<file path="src/rtl/dot_accumulator_if.sv">
// Product-in / element-out stream bundle for the dot-product accumulator.
// master drives products and consumes results; slave is the accumulator.
interface dot_accumulator_if #(
  parameter int unsigned ACC_WIDTH = 8
);
  logic                 in_valid;
  logic                 in_ready;
  logic [3:0]           in_data;
  logic                 out_valid;
  logic                 out_ready;
  logic [3:0]           out_data;
  logic [ACC_WIDTH-1:0] out_raw;
  logic                 out_sat;

  modport master (
    output in_valid, in_data, out_ready,
    input  in_ready, out_valid, out_data, out_raw, out_sat
  );

  modport slave (
    input  in_valid, in_data, out_ready,
    output in_ready, out_valid, out_data, out_raw, out_sat
  );
endinterface

</file>
<file path="src/rtl/dot_accumulator.sv">
// Sums N_TERMS signed 4-bit products into one element; emits the raw sum and a
// copy saturated back to the 4-bit product format.
module dot_accumulator #(
  parameter int unsigned N_TERMS   = 8,
  parameter int unsigned ACC_WIDTH = 8
) (
  input logic              clk,
  input logic              rst,
  dot_accumulator_if.slave bus
);

  localparam int unsigned CntW = (N_TERMS > 1) ? $clog2(N_TERMS) : 1;
  localparam logic signed [ACC_WIDTH-1:0] SatMax = ACC_WIDTH'(7);
  localparam logic signed [ACC_WIDTH-1:0] SatMin = ACC_WIDTH'(-8);

  typedef enum logic [0:0] {StAcc, StOut} state_e;

  state_e state_q, state_d;

  logic signed [ACC_WIDTH-1:0] acc_q;
  logic signed [ACC_WIDTH-1:0] raw_q;
  logic        [CntW-1:0]      cnt_q;
  logic        [3:0]           data_q;
  logic                        sat_q;

  logic signed [ACC_WIDTH-1:0] in_ext;
  logic signed [ACC_WIDTH-1:0] sum;
  logic        [3:0]           sat_data;
  logic                        sat_flag;
  logic                        accept;
  logic                        last;

  assign in_ext = {{(ACC_WIDTH-4){bus.in_data[3]}}, bus.in_data};
  assign sum    = acc_q + in_ext;
  assign accept = bus.in_valid && (state_q == StAcc);
  assign last   = accept && (cnt_q == CntW'(N_TERMS - 1));

  always_comb begin
    sat_data = sum[3:0];
    sat_flag = 1'b0;
    if (sum > SatMax) begin
      sat_data = 4'h7;
      sat_flag = 1'b1;
    end else if (sum < SatMin) begin
      sat_data = 4'h8;
      sat_flag = 1'b1;
    end
  end

  // Output registers only load on the closing beat, so they hold through OUT.
  always_ff @(posedge clk) begin
    if (rst) begin
      acc_q  <= '0;
      cnt_q  <= '0;
      raw_q  <= '0;
      data_q <= '0;
      sat_q  <= 1'b0;
    end else if (accept) begin
      if (last) begin
        acc_q  <= '0;
        cnt_q  <= '0;
        raw_q  <= sum;
        data_q <= sat_data;
        sat_q  <= sat_flag;
      end else begin
        acc_q <= sum;
        cnt_q <= cnt_q + CntW'(1);
      end
    end
  end

  always_ff @(posedge clk) begin
    if (rst) begin
      state_q <= StAcc;
    end else begin
      state_q <= state_d;
    end
  end

  always_comb begin
    state_d = state_q;
    unique case (state_q)
      StAcc:   if (last) state_d = StOut;
      StOut:   if (bus.out_ready) state_d = StAcc;
      default: state_d = StAcc;
    endcase
  end

  always_comb begin
    bus.in_ready  = (state_q == StAcc);
    bus.out_valid = (state_q == StOut);
    bus.out_data  = data_q;
    bus.out_raw   = raw_q;
    bus.out_sat   = sat_q;
  end

endmodule

</file>
<file path="src/flat_wrapper.sv">
// flat-port wrapper written by rule: the top's interface ports become plain ports
module dot_accumulator_flat 
#(
  parameter int unsigned N_TERMS   = 8,
  parameter int unsigned ACC_WIDTH = 8
)
  (clk, rst, bus_in_valid, bus_in_data, bus_out_ready, bus_in_ready, bus_out_valid, bus_out_data, bus_out_raw, bus_out_sat);
  dot_accumulator_if #(.ACC_WIDTH(ACC_WIDTH)) bus_i ();
  input logic clk;
  input logic rst;
  input wire logic [$bits(bus_i.in_valid)-1:0] bus_in_valid;
  input wire logic [$bits(bus_i.in_data)-1:0] bus_in_data;
  input wire logic [$bits(bus_i.out_ready)-1:0] bus_out_ready;
  output wire logic [$bits(bus_i.in_ready)-1:0] bus_in_ready;
  output wire logic [$bits(bus_i.out_valid)-1:0] bus_out_valid;
  output wire logic [$bits(bus_i.out_data)-1:0] bus_out_data;
  output wire logic [$bits(bus_i.out_raw)-1:0] bus_out_raw;
  output wire logic [$bits(bus_i.out_sat)-1:0] bus_out_sat;
  assign bus_i.in_valid = bus_in_valid;
  assign bus_i.in_data = bus_in_data;
  assign bus_i.out_ready = bus_out_ready;
  assign bus_in_ready = bus_i.in_ready;
  assign bus_out_valid = bus_i.out_valid;
  assign bus_out_data = bus_i.out_data;
  assign bus_out_raw = bus_i.out_raw;
  assign bus_out_sat = bus_i.out_sat;
  dot_accumulator #(.N_TERMS(N_TERMS), .ACC_WIDTH(ACC_WIDTH)) u_core (.clk(clk), .rst(rst), .bus(bus_i));
endmodule
</file>
<file path="config.mk">
export PLATFORM = sky130hd
export DESIGN_NAME = dot_accumulator_flat
export DESIGN_NICKNAME = d
export VERILOG_FILES = /design/src/rtl/dot_accumulator_if.sv /design/src/rtl/dot_accumulator.sv /design/src/flat_wrapper.sv
export SDC_FILE = /design/constraint.sdc
export NUM_CORES = 1
export LEC_CHECK = 0
export ABC_CLOCK_PERIOD_IN_PS = 7000
export CORE_UTILIZATION = 28
export DETAILED_ROUTE_END_ITERATION = 16
export SYNTH_ARGS = -nofsm -noshare
export SYNTH_HDL_FRONTEND = slang
export SYNTH_SLANG_ARGS = --single-unit
</file>
<file path="constraint.sdc">
create_clock -name clk -period 7 [get_ports clk]
set_input_delay 1.4 -clock clk [delete_from_list [all_inputs] [get_ports clk]]
set_output_delay 1.4 -clock clk [all_outputs]
set_load 0.05 [all_outputs]
</file>
==> results.txt <==
FF+latch area: 500.5 um^2
Worst min path class: flop to flop
Period minus WS final: 3.741 ns
Slowest-stage cell, CP: or4_4
Core area: 4474 um^2
CTS resizes: 0
CP Capture Type: flop
Leak: 0.6313 nW
DRC violations left: 0
CP max FO: 4
Hold Path Stages: 2
Ports: 23
Final clock period utilization by the worst path: 53.44%
Hold worst-path end: u_core.bus.out_raw[5]$_SDFFE_PP0P_
Hold Path Origin: u_core.bus.out_raw[5]$_SDFFE_PP0P_
Register clock-pin slew on the reported worst setup and hold paths: 0.09 ns
Worst hold slack: 0.4573 ns
Vias per cell: 5.034
Critical path type: primary input to flop
GR Overflow Total: 0
Setup TNS: 0 ns
Met2 Usage GRT: 18.52%
Area of the multi-input gates: 789.5 um^2
Worst Max-Slew Pin Slew: 0.9616 ns
Initial cell density of the core: 30.09%
Synthesized area: 1346 um^2
PD cells: 196.7 nW/um^2
Net Count, Synth: 181
Initial antenna violation count: 0
Achievable Freq: 267.3 MHz
Max incr delay on CP: 0.59 ns
Gpl congestion: 0.8920
Syn. warnings: 0
Synthesized instance count: 163
Filler cell count: 466
Ys async rst share: 0%
Routing usage on met3: 3.376%
Main flop type after synthesis: dfxtp_1
First-pass GRT wire length: 5.002 mm
Root Buffer: clkbuf_8
Via count: 1173
#FFs+latches synth: 25
Die ar.: 5089 um^2
Setup violators final: 0
Longest Clk Path Bufs: 2
Largest net degree at the start of global routing: 27
Met1 Resource Use GR: 17.50%
Number of global-route vias before repair: 1086
RSZ-0062 raised after global routing: no
Req. time, crit path: 7.13 ns
Clk_skew: 0.004992 ns
Slew margin rel.: 35.69%
Area grow syn2layout: 22.03%
Reg2reg path depth: 8
# diodes: 0
Gr busiest metal: met2
Startpoint class of the critical path: primary input
Clock buffer count from CTS: 3
Routed WL per cell: 12.43 um
Clk Latency, worst-skew pair: 0.27 ns
Setup bufs post-CTS: 0
TritonCTS clock tree: done
Layout cells sized above 1: 7.182%
Max cap viols: 0
Fin nets: 200
Sequential element share of the synthesized area: 37.17%
Max VDD drop: 0.08028 mV
Crit-path cells: clkdlybuf4s50_1 > ha_1 > fa_1 > a211oi_1 > nor2_1 > xor2_1 > or4_4 > nor2_2 > o32ai_1
FF-to-FF setup slack: 4.50 ns
Reg-to-reg endpoint: u_core.bus.out_data[2]$_SDFFE_PP0P_
Chip height: 71.34 um
Gr usage total: 12.19%
Status: completed
Htree depth: 1
Hold Violations, Final: 0
FP Rows: 24
Slew Limit Fails: 0
Starting DRT DRC Count: 80
TritonRoute pass-1 iters: 4
Crit path DAT: 3.87 ns
Avg Cell Area, Syn: 8.259 um^2
Die X-Extent: 71.34 um
Clk sink count: 25
Hpwl dp: 2.086 mm
FF-to-FF Start: u_core.acc_q[0]$_SDFFE_PP0P_
IO buf count: 22
Post-CTS Hold Fix Bufs: 0
Unique masters post-synth: 40
Count of flip-flops with a built-in enable after synthesis: 0
Number of routed nets with antenna violations: 0
Total length of routed wires: 2.896 mm
-- cell usage after synthesis (2+ instances only) --
cell,count,area (um^2)
ha_1,9,112.6
a211oi_1,2,15.01
nand2_1,18,67.56
a22oi_1,6,45.04
clkbuf_1,6,22.52
xnor2_1,3,26.28
nor2_1,25,93.84
nor3_1,5,25.02
nor3b_1,4,30.03
a21oi_1,18,90.09
dfxtp_1,25,500.5
a31o_2,2,17.52
inv_1,5,18.77
or4_1,2,15.01
xor2_1,4,35.03
o22ai_1,2,12.51
o21ai_0,4,20.02
-- placed cells by master, fill, tap and decap left out, types with 2 or more instances in the layout --
| master | Yosys | routed |
|---|---|---|
| nor3_1 | 5 | 5 |
| a31o_2 | 2 | 2 |
| xnor2_1 | 3 | 3 |
| clkbuf_8 | 0 | 3 |
| dfxtp_1 | 25 | 25 |
| or4_1 | 2 | 2 |
| ha_1 | 9 | 9 |
| clkdlybuf4s50_1 | 0 | 22 |
| a21oi_1 | 18 | 18 |
| inv_1 | 5 | 5 |
| nor3b_1 | 4 | 4 |
| nand2_1 | 18 | 18 |
| o22ai_1 | 2 | 2 |
| o21ai_0 | 4 | 4 |
| a211oi_1 | 2 | 2 |
| nor2_1 | 25 | 25 |
| xor2_1 | 4 | 4 |
| a22oi_1 | 6 | 6 |
-- per-layer routing --
metal | routed length (um) | vias to the layer above
met2 | 1216 | 25
li1 | - | 612
met1 | 1523 | 534
met5 | 0 | -
met3 | 148 | 2
met4 | 8 | 0
-- how the worst max path moves through the flow --
| stage | slack [ns] | depth (start not counted) | end | from |
|---|---|---|---|---|
| after floorplan | 3.55 | 8 | u_core.bus.out_data[2]$_SDFFE_PP0P_ | bus_in_data[0] |
| after global placement | 2.99 | 9 | u_core.bus.out_data[2]$_SDFFE_PP0P_ | bus_in_data[0] |
| after detailed placement | 2.95 | 9 | u_core.bus.out_data[2]$_SDFFE_PP0P_ | bus_in_data[0] |
| after CTS | 3.24 | 9 | u_core.bus.out_data[2]$_SDFFE_PP0P_ | bus_in_data[0] |
| after global routing | 3.10 | 9 | u_core.bus.out_data[2]$_SDFFE_PP0P_ | bus_in_data[0] |
| final | 3.26 | 9 | u_core.bus.out_data[2]$_SDFFE_PP0P_ | bus_in_data[0] |
-- state kept, by name, indices dropped and copies added (netlist names) --
register and flops:
u_core.acc_q 8, u_core.bus.out_data 4, u_core.bus.out_raw 8, u_core.bus.out_sat 1, u_core.bus.out_valid 1, u_core.cnt_q 3
-- stage by stage --
stage | instances | setup WS (ns) | util [%] | instance area, um^2 | total power [mW]
2_1_floorplan | 163 | 3.551 | - | 1346 | 0.2185
3_3_place_gp | 229 | 2.989 | 35.63 | 1594 | 0.2371
3_5_place_dp | 229 | 2.948 | 35.63 | 1594 | 0.2367
4_1_cts | 233 | 3.242 | 36.72 | 1643 | 0.3268
5_1_grt | 233 | 3.097 | 36.72 | 1643 | 0.3432
6_report | 233 | 3.259 | 36.72 | 1643 | 0.3231
-- kinds of logic (layout without fill, tap and decap cells) --
family,count (synthesis),count (layout),share of synthesized area [%]
and+or+nand+nor,68,68,25.28
AOI/OAI and AO/OA,39,39,18.22
DFF,25,25,37.17
buffers and inverters,13,31,4.182
adders and majority gates,10,10,9.852
xor gates and xnor gates,7,7,4.554
muxes,1,1,0.7435
-- report_power, final --
| group | total, mW | internal [mW] | switching (mW) |
|---|---|---|---|
| Clock | 0.0881 | 0.0404 | 0.0477 |
| Sequential | 0.152 | 0.148 | 0.00383 |
| Combinational | 0.0827 | 0.0325 | 0.0502 |
| Total | 0.323 | 0.221 | 0.102 |
-- worst max-delay path, delay by kind of cell --
kind,cells,cell delay [ns]
AO/OA/AOI/OAI,2,0.41
XOR/XNOR,1,0.19
adder cells (fa/ha/maj),2,0.66
buffers and inverters,1,0.41
AND/OR/NAND/NOR,3,0.79
-- final cells by class --
type	count	share of cell area, %
Clock buffer	3	2.513
Clock inverter	1	0.4570
Inverter	5	1.142
Multi-Input combinational cell	125	48.06
Sequential cell	25	30.46
Tap cell	52	3.960
Timing Repair Buffer	22	13.40
(Power assumes the default switching activity.)
